--- src/rtl/shift_ctrl_if.sv ---
// ============================================================
// shift_ctrl_if : command handshake bundle for shift_ctrl. Rev 1.0
// ============================================================
`timescale 1ns/1ps
`default_nettype none

interface shift_ctrl_if #(
  parameter int CNT_W = 4
) ();
  logic             cmd_valid;
  logic             cmd_ready;
  logic [1:0]       cmd_op;
  logic [CNT_W-1:0] cmd_count;
  logic [3:0]       cmd_data;

  modport master (
    output cmd_valid, cmd_op, cmd_count, cmd_data,
    input  cmd_ready
  );

  modport slave (
    input  cmd_valid, cmd_op, cmd_count, cmd_data,
    output cmd_ready
  );
endinterface

`default_nettype wire

--- src/rtl/shift_ctrl.sv ---
// ============================================================
// shift_ctrl : load/rotate/ASR command sequencer for a 4-bit shift datapath.
// Macro SHIFT_CTRL_QUEUE_EN adds a one-entry pending command. Rev 1.0
// ============================================================
`timescale 1ns/1ps
`default_nettype none

module shift_ctrl #(
  parameter int CNT_W = 4
) (
  input  wire logic       clock,
  input  wire logic       reset,
  shift_ctrl_if.slave     cmd,
  input  wire logic [3:0] shift_q,
  output logic            shift_loadn,
  output logic            shift_rotr,
  output logic            shift_asr,
  output logic [3:0]      shift_data,
  output logic            busy,
  output logic            done,
  output logic [3:0]      result
);

  typedef enum logic [1:0] {
    ST_IDLE  = 2'd0,
    ST_LOAD  = 2'd1,
    ST_SHIFT = 2'd2,
    ST_DONE  = 2'd3
  } state_t;

  localparam logic [1:0] OP_LOAD = 2'b00;
  localparam logic [1:0] OP_ROTR = 2'b01;
  localparam logic [1:0] OP_ASR  = 2'b11;
  localparam logic [CNT_W-1:0] CNT_ONE = {{(CNT_W-1){1'b0}}, 1'b1};

  state_t           state_q, state_d;
  logic [1:0]       op_q, op_d;
  logic [CNT_W-1:0] cnt_q, cnt_d;
  logic [3:0]       data_q, data_d;

  logic             accept;
  logic             start_en;
  logic [1:0]       start_op;
  logic [CNT_W-1:0] start_cnt;
  logic [3:0]       start_data;

  assign accept = cmd.cmd_valid & cmd.cmd_ready;

`ifdef SHIFT_CTRL_QUEUE_EN
  logic             pend_valid_q, pend_valid_d;
  logic [1:0]       pend_op_q, pend_op_d;
  logic [CNT_W-1:0] pend_cnt_q, pend_cnt_d;
  logic [3:0]       pend_data_q, pend_data_d;

  assign cmd.cmd_ready = ~pend_valid_q;

  // A stored command wins in IDLE/DONE; ready is low then, so no new accept competes.
  always_comb begin
    pend_valid_d = pend_valid_q;
    pend_op_d    = pend_op_q;
    pend_cnt_d   = pend_cnt_q;
    pend_data_d  = pend_data_q;
    start_en     = 1'b0;
    start_op     = cmd.cmd_op;
    start_cnt    = cmd.cmd_count;
    start_data   = cmd.cmd_data;
    if ((state_q == ST_IDLE || state_q == ST_DONE) && pend_valid_q) begin
      start_en     = 1'b1;
      start_op     = pend_op_q;
      start_cnt    = pend_cnt_q;
      start_data   = pend_data_q;
      pend_valid_d = 1'b0;
    end else if (state_q == ST_IDLE && accept) begin
      start_en = 1'b1;
    end
    if (accept && state_q != ST_IDLE) begin
      pend_valid_d = 1'b1;
      pend_op_d    = cmd.cmd_op;
      pend_cnt_d   = cmd.cmd_count;
      pend_data_d  = cmd.cmd_data;
    end
  end

  always_ff @(posedge clock or posedge reset) begin
    if (reset) begin
      pend_valid_q <= 1'b0;
      pend_op_q    <= 2'b00;
      pend_cnt_q   <= '0;
      pend_data_q  <= 4'd0;
    end else begin
      pend_valid_q <= pend_valid_d;
      pend_op_q    <= pend_op_d;
      pend_cnt_q   <= pend_cnt_d;
      pend_data_q  <= pend_data_d;
    end
  end
`else
  assign cmd.cmd_ready = (state_q == ST_IDLE);

  always_comb begin
    start_en   = (state_q == ST_IDLE) && accept;
    start_op   = cmd.cmd_op;
    start_cnt  = cmd.cmd_count;
    start_data = cmd.cmd_data;
  end
`endif

  always_comb begin
    state_d = state_q;
    op_d    = op_q;
    cnt_d   = cnt_q;
    data_d  = data_q;
    case (state_q)
      ST_IDLE:  state_d = ST_IDLE;
      ST_LOAD:  state_d = ST_DONE;
      ST_SHIFT: begin
        cnt_d = cnt_q - CNT_ONE;
        if (cnt_q == CNT_ONE) begin
          state_d = ST_DONE;
        end
      end
      ST_DONE:  state_d = ST_IDLE;
      default:  state_d = ST_IDLE;
    endcase
    if (start_en) begin
      op_d   = start_op;
      cnt_d  = start_cnt;
      data_d = start_data;
      if (start_op == OP_LOAD) begin
        state_d = ST_LOAD;
      end else if (start_cnt != '0) begin
        state_d = ST_SHIFT;
      end else begin
        state_d = ST_DONE;
      end
    end
  end

  always_ff @(posedge clock or posedge reset) begin
    if (reset) begin
      state_q <= ST_IDLE;
      op_q    <= 2'b00;
      cnt_q   <= '0;
      data_q  <= 4'd0;
    end else begin
      state_q <= state_d;
      op_q    <= op_d;
      cnt_q   <= cnt_d;
      data_q  <= data_d;
    end
  end

  // Outside SHIFT the datapath is always in parallel load, recirculating Q unless loading.
  assign shift_loadn = (state_q == ST_SHIFT);
  assign shift_rotr  = (state_q == ST_SHIFT) && (op_q == OP_ROTR || op_q == OP_ASR);
  assign shift_asr   = (state_q == ST_SHIFT) && (op_q == OP_ASR);
  assign shift_data  = (state_q == ST_LOAD) ? data_q : shift_q;
  assign busy        = (state_q != ST_IDLE);
  assign done        = (state_q == ST_DONE);
  assign result      = (state_q == ST_DONE) ? shift_q : 4'd0;

endmodule

`default_nettype wire

--- src/flat_wrapper.sv ---
// flat-port wrapper written by rule: the top's interface ports become plain ports
module shift_ctrl_flat 
#(
  parameter int CNT_W = 4
)
  (clock, reset, shift_q, shift_loadn, shift_rotr, shift_asr, shift_data, busy, done, result, cmd_cmd_valid, cmd_cmd_op, cmd_cmd_count, cmd_cmd_data, cmd_cmd_ready);
  shift_ctrl_if #(.CNT_W(CNT_W)) cmd_i ();
  input  wire logic clock;
  input  wire logic reset;
  input  wire logic [3:0] shift_q;
  output logic shift_loadn;
  output logic shift_rotr;
  output logic shift_asr;
  output logic [3:0] shift_data;
  output logic busy;
  output logic done;
  output logic [3:0] result;
  input wire logic [$bits(cmd_i.cmd_valid)-1:0] cmd_cmd_valid;
  input wire logic [$bits(cmd_i.cmd_op)-1:0] cmd_cmd_op;
  input wire logic [$bits(cmd_i.cmd_count)-1:0] cmd_cmd_count;
  input wire logic [$bits(cmd_i.cmd_data)-1:0] cmd_cmd_data;
  output wire logic [$bits(cmd_i.cmd_ready)-1:0] cmd_cmd_ready;
  assign cmd_i.cmd_valid = cmd_cmd_valid;
  assign cmd_i.cmd_op = cmd_cmd_op;
  assign cmd_i.cmd_count = cmd_cmd_count;
  assign cmd_i.cmd_data = cmd_cmd_data;
  assign cmd_cmd_ready = cmd_i.cmd_ready;
  shift_ctrl #(.CNT_W(CNT_W)) u_core (.clock(clock), .reset(reset), .cmd(cmd_i), .shift_q(shift_q), .shift_loadn(shift_loadn), .shift_rotr(shift_rotr), .shift_asr(shift_asr), .shift_data(shift_data), .busy(busy), .done(done), .result(result));
endmodule
--- config.mk ---
export PLATFORM = sky130hd
export DESIGN_NAME = shift_ctrl_flat
export DESIGN_NICKNAME = d
export VERILOG_FILES = /design/src/rtl/shift_ctrl_if.sv /design/src/rtl/shift_ctrl.sv /design/src/flat_wrapper.sv
export SDC_FILE = /design/constraint.sdc
export NUM_CORES = 1
export LEC_CHECK = 0
export ABC_AREA = 0
export BUFFER_PORTS_ARGS = -buffer_cell sky130_fd_sc_hd__buf_2
export CAP_MARGIN = 20
export CORE_MARGIN = 2
export CORE_UTILIZATION = 49
export DETAILED_ROUTE_END_ITERATION = 7
export PLACE_DENSITY = 0.79
export SYNTH_ARGS = -nofsm -noshare
export SYNTH_HDL_FRONTEND = slang
export SYNTH_SLANG_ARGS = --single-unit
--- constraint.sdc ---
create_clock -name clock -period 3.34 [get_ports clock]
set_input_delay 1.002 -clock clock [delete_from_list [all_inputs] [get_ports clock]]
set_output_delay 1.002 -clock clock [all_outputs]
set_load 0.01 [all_outputs]
==> flow_summary.json, run 1 <==
{
  "outcome": "finished, final reports clean",
  "post_cts_buffers": 0,
  "irDropWorstVdd_v": 0.000565,
  "hold_viol": 0,
  "grt.total_usage_pct": 18.3,
  "nNetsFinal": 125,
  "synthCells": 68,
  "via_per_inst": 5.09,
  "worst_pin_slew_ps": 453,
  "timing.fmax_mhz": 397,
  "grt-ovfl-total": 0,
  "drtIter0Drc": 3,
  "powerDensity_nw_per_um2": 886,
  "numCtsBuffers": 3,
  "hold_end": "u_core.data_q[0]$_DFFE_PP0P_",
  "seqPwrFrac_pct": 34.7,
  "synthTopCellsByArea": "dfrtp_1, mux2_2, ha_1, and2_1, inv_1",
  "vias": 591,
  "pwr-share-clk_pct": 10.5,
  "cp.required_ps": 2340,
  "critPathKind": "flip-flop to output port",
  "rsz0062_at_grt": "no",
  "p_leak_nw": 0.473,
  "ios": 31,
  "hold_class": "flip-flop to flip-flop",
  "wl_per_cell_microns": 12.2,
  "whs_path_depth": 1,
  "syn_nets": 91,
  "synth_seq_cells": 12,
  "reg2reg_to": "u_core.state_q[1]$_DFFE_PP0P_",
  "drc": 0,
  "synth_top_area_cell": "dfrtp_1",
  "num_rows": 14,
  "netlist.area_leader.share_pct": 40.4,
  "cts_htree_levels": 1,
  "slew_headroom_pct": 69.8,
  "final_cells": 116,
  "cts_resized": 0,
  "fin_util_pct": 63.1,
  "core_sq_um": 1470,
  "finalClockSkew_ps": 0.711,
  "pwr-share-comb_pct": 54.8,
  "reg2reg_depth": 5,
  "layout-drive-gt1-share_pct": 49.0,
  "yosysSeqAreaShare_pct": 40.4,
  "maxCapViolCount": 0,
  "timing.rr.start": "u_core.state_q[0]$_DFFE_PP0P_",
  "cts_hold_buf": 0,
  "fillerInstances": 121,
  "regToRegSetupSlack_ps": 1660,
  "syn_area_sq_um": 743,
  "clock_latency_ps": 270,
  "yosys_warnings": 0,
  "slew_viol_final": 0,
  "start_kind": "flip-flop",
  "grt_pass1_vias": 594,
  "setup_violations": 0,
  "crit_fanout": 4,
  "period_minus_slack_ps": 2520,
  "critPathArrivalTime_ps": 1520,
  "swShare_pct": 39.3,
  "placed_cells": 113,
  "wirelength_microns": 1420,
  "min_from": "u_core.data_q[0]$_DFFE_PP0P_",
  "clk_pin_slew_worst_paths_ps": 70,
  "gp_congestion": 0.739,
  "synth_area_per_cell_sq_um": 10.9,
  "ctsLongestPathBuffers": 2,
  "insertedDiodeCount": 0,
  "cts_num_sinks": 12,
  "antenna_left": 0,
  "io_buffers": 30,
  "fp.dieW_microns": 42.9,
  "post-dp-hpwl_microns": 1090,
  "cp-end-kind": "output port",
  "start_util_pct": 50.5,
  "area_growth_pct": 24.9,
  "root_buffer": "clkbuf_4",
  "intPower_mw": 0.499,
  "drt_first_pass_iters": 3,
  "antenna_found_initial": 0,
  "grt_first_pass_wirelength_microns": 2430,
  "cts_tree": "done",
  "synth.distinct_cells": 21,
  "period_share_pct": 75.4,
  "p_switching_mw": 0.323,
  "dieArea_sq_um": 1840,
  "fin_tns_setup_ps": 0,
  "dieHeight_microns": 42.9,
  "grt_max_degree": 13
}
## critical path: stages (launching register included)
cell	delay (ps)
dfrtp_1	410
inv_1	90
ha_1	250
mux2_2	360
buf_2	140
## flip-flops by register name (all words and copies together) (netlist names)
register        cells
u_core.cnt_q        4
u_core.data_q       4
u_core.op_q         2
u_core.state_q      2
## cell type report
| cell class | count | area, sq um | area share [%] |
|---|---|---|---|
| multi-input combinational | 48 | 409 | 44.1 |
| tap | 16 | 20.0 | 2.16 |
| inverter | 7 | 26.3 | 2.83 |
| timing repair buffer | 30 | 150 | 16.2 |
| clock buffer | 3 | 22.5 | 2.43 |
| sequential | 12 | 300 | 32.3 |
## power groups by stage
stage          Sequential [mW]  Clock (mW)  Combinational, mW
2_1_floorplan            0.274           0              0.341
3_3_place_gp             0.284           0              0.440
3_5_place_dp             0.288           0              0.455
4_1_cts                  0.287      0.0903              0.459
5_1_grt                  0.298      0.0964              0.503
6_report                 0.286      0.0864              0.450
## through the flow
step | power, mW | hold WS, ps | setup slack [ps] | area [sq um]
4_1_cts | 0.836 | 510 | 792 | 928
2_1_floorplan | 0.615 | 471 | 1060 | 743
3_3_place_gp | 0.723 | 486 | 854 | 906
3_5_place_dp | 0.743 | 491 | 842 | 906
6_report | 0.822 | 504 | 821 | 928
5_1_grt | 0.897 | 527 | 727 | 928
## routing by layer
layer / vias up / GRT usage [%] / share of wire [%]
met5: - / 0 / 0
met1: 266 / 19.6 / 40
met4: 0 / 10.9 / 2.3
met2: 26 / 32.4 / 50
li1: 295 / - / -
met3: 4 / 3.83 / 7.8
## cell usage after synthesis
| master | number |
|---|---|
| dfrtp_1 | 12 |
| mux2_2 | 11 |
| inv_1 | 7 |
| ha_1 | 6 |
| a21oi_1 | 5 |
| and2_1 | 5 |
| nor2_1 | 4 |
| nand2_1 | 3 |
| o21ai_0 | 2 |
| xnor2_1 | 2 |
| and2_2 | 1 |
| and3_2 | 1 |
| buf_4 | 1 |
| mux2i_1 | 1 |
| nand2_2 | 1 |
| nor4_1 | 1 |
| nor4b_4 | 1 |
| o211ai_1 | 1 |
| o22ai_1 | 1 |
| o311ai_2 | 1 |
| xor2_1 | 1 |
## cells in the final DEF (no fill, tap or decap), drive strengths merged, types with 2 or more instances in the layout
master	count
a21oi	5
dfrtp	12
o21ai	2
nand2	4
xnor2	2
inv	7
ha	6
and2	6
buf	30
mux2	11
clkbuf	3
nor2	4
## logic make-up (layout without fill, tap and decap cells)
family | after synthesis | count (layout) | synth area share [%]
AO/OA/AOI/OAI | 10 | 10 | 8.76
XOR/XNOR | 3 | 3 | 3.54
adder cells (fa/ha/maj) | 6 | 6 | 10.1
buffers and inverters | 8 | 40 | 4.55
flip-flops | 12 | 12 | 40.4
multiplexers | 12 | 12 | 18.0
AND/OR/NAND/NOR | 17 | 17 | 14.6
## how the worst max path moves through the flow
stage                                  start            end  slack [ps]  depth (start not counted)
3_3_place_gp                      shift_q[0]  shift_data[0]         850                          3
6_report       u_core.state_q[1]$_DFFE_PP0P_  shift_data[1]         820                          4
5_1_grt        u_core.state_q[1]$_DFFE_PP0P_  shift_data[0]         730                          4
2_1_floorplan                     shift_q[0]  shift_data[0]        1060                          1
4_1_cts        u_core.state_q[0]$_DFFE_PP0P_      shift_asr         790                          4
3_5_place_dp                      shift_q[1]  shift_data[1]         840                          3
Power figures use the tool's default switching activity.
==> run 2: changes to the inputs <==
- CORE_UTILIZATION: 49 -> 41
- PLACE_DENSITY: 0.79 -> 0.71
- clock period: 3.34 -> 2.3 ns (I/O delays scaled with it)
==> run 2 against run 1 <==
Utilization decreased by 6.8 points. Clock power increased by 96%. Power increased by 52%. Cell count increased by 9.5%. Critical path type unchanged. Worst setup slack got worse by 720 ps.
==> flow_summary.json, run 2 (synthesized netlist as in run 1, its figures left out) <==
{
  "grt.total_usage_pct": 15.0,
  "root_buffer": "clkbuf_4",
  "gp_congestion": 0.735,
  "outcome": "finished, final reports clean",
  "wirelength_microns": 1460,
  "cts_resized": 0,
  "whs_ps": 414,
  "vias": 607,
  "start_util_pct": 43.5,
  "finalClockSkew_ps": 3.18,
  "maxCapViolCount": 0,
  "setup_violations": 0,
  "rsz0062_at_grt": "no",
  "p_leak_nw": 0.486,
  "core_sq_um": 1710,
  "powerDensity_nw_per_um2": 1300,
  "layout-drive-gt1-share_pct": 50.0,
  "cts_num_sinks": 12,
  "cts_hold_buf": 0,
  "period_share_pct": 95.8,
  "period_minus_slack_ps": 2200,
  "nNetsFinal": 126,
  "cts_tree": "done",
  "drtIter0Drc": 9,
  "slew_viol_final": 0,
  "insertedDiodeCount": 0,
  "num_rows": 15,
  "fin_tns_setup_ps": 0,
  "start_kind": "flip-flop",
  "antenna_found_initial": 0,
  "worst_pin_slew_ps": 467,
  "slew_headroom_pct": 68.8,
  "layout_common_cells": "buf_2, dfrtp_1, mux2_2",
  "fillerInstances": 157,
  "cp.required_ps": 1610,
  "antenna_left": 0,
  "io_buffers": 30,
  "ios": 31,
  "fin_util_pct": 56.3,
  "post-dp-hpwl_microns": 1100,
  "cts_htree_levels": 1,
  "crit_fanout": 4,
  "dieHeight_microns": 46.6,
  "drt_first_pass_iters": 3,
  "area_growth_pct": 29.3,
  "grt-ovfl-total": 0,
  "irDropWorstVdd_v": 0.000641,
  "clk_pin_slew_worst_paths_ps": 80,
  "hold_class": "primary input to asynchronous set/reset pin",
  "post_cts_buffers": 0,
  "grt_pass1_vias": 536,
  "ctsLongestPathBuffers": 2,
  "hold_viol": 0,
  "fp.dieW_microns": 46.6,
  "via_per_inst": 4.78,
  "critPathArrivalTime_ps": 1510,
  "critPathKind": "flip-flop to output port",
  "dieArea_sq_um": 2170,
  "timing.fmax_mhz": 454,
  "grt_max_degree": 13,
  "final_common_cell": "buf_2",
  "cp-end-kind": "output port",
  "numCtsBuffers": 3,
  "grt_first_pass_wirelength_microns": 2240,
  "drc": 0,
  "wl_per_cell_microns": 11.5,
  "reg.largest.list": "u_core.cnt_q x4, u_core.data_q x4",
  "clock_latency_ps": 270
}
## run 2: changes by cell type in the layout (fill, tap and decap cells not counted), sizes merged
cell    before  now
buf         30   31
clkbuf       3    4
## run 2: metal layers
metal,vias to the layer above,share of wire (%),track usage (%)
met4,0,0.82,8.57
met2,26,45,24.2
met5,-,0,0
met1,273,47,18.9
li1,306,-,-
met3,2,6.7,2.35
## run 2: stage by stage
step           instance area, sq um  setup slack [ps]  cells  total power, mW
2_1_floorplan                   743               546     68            0.893
3_3_place_gp                    925               435    123             1.07
3_5_place_dp                    925               395    123             1.08
4_1_cts                         961              82.4    127             1.26
5_1_grt                         961              36.0    127             1.36
6_report                        961              95.8    127             1.25
## run 2: area by class of cell
cell class,count,area (sq um),share of cell area [%]
Sequential cell,12,300,31.2
Tap cell,25,31.3,3.26
Clock buffer,4,36.3,3.78
Multi-Input combinational cell,48,409,42.6
Inverter,7,26.3,2.73
Timing Repair Buffer,31,158,16.4
## run 2: final timing paths
| kind | startpoint | end | slack [ps] | cells after the start |
|---|---|---|---|---|
| setup / recovery | u_core.state_q[1]$_DFFE_PP0P_ | shift_data[2] | 100 | 4 |
| hold / removal | reset | u_core.cnt_q[3]$_DFFE_PP0P_ | 410 | 2 |
| setup reg to reg | u_core.state_q[0]$_DFFE_PP0P_ | u_core.state_q[1]$_DFFE_PP0P_ | 590 | 5 |
| hold reg to reg | u_core.data_q[1]$_DFFE_PP0P_ | u_core.data_q[1]$_DFFE_PP0P_ | 510 | 1 |
| max in group asynchronous | reset | u_core.data_q[0]$_DFFE_PP0P_ | 1570 | 2 |
| min in group clock | u_core.data_q[1]$_DFFE_PP0P_ | u_core.data_q[1]$_DFFE_PP0P_ | 510 | 1 |
## run 2: critical path: stages, from the launching register on
cell     delay (ps)
dfrtp_1         420
inv_1            90
ha_1            240
mux2_2          350
buf_2           140
## run 2: power breakdown
part           total, mW  internal [mW]  switching (mW)
combinational      0.668          0.349           0.319
clock              0.169         0.0962          0.0725
sequential         0.412          0.324          0.0888
total               1.25          0.769           0.480
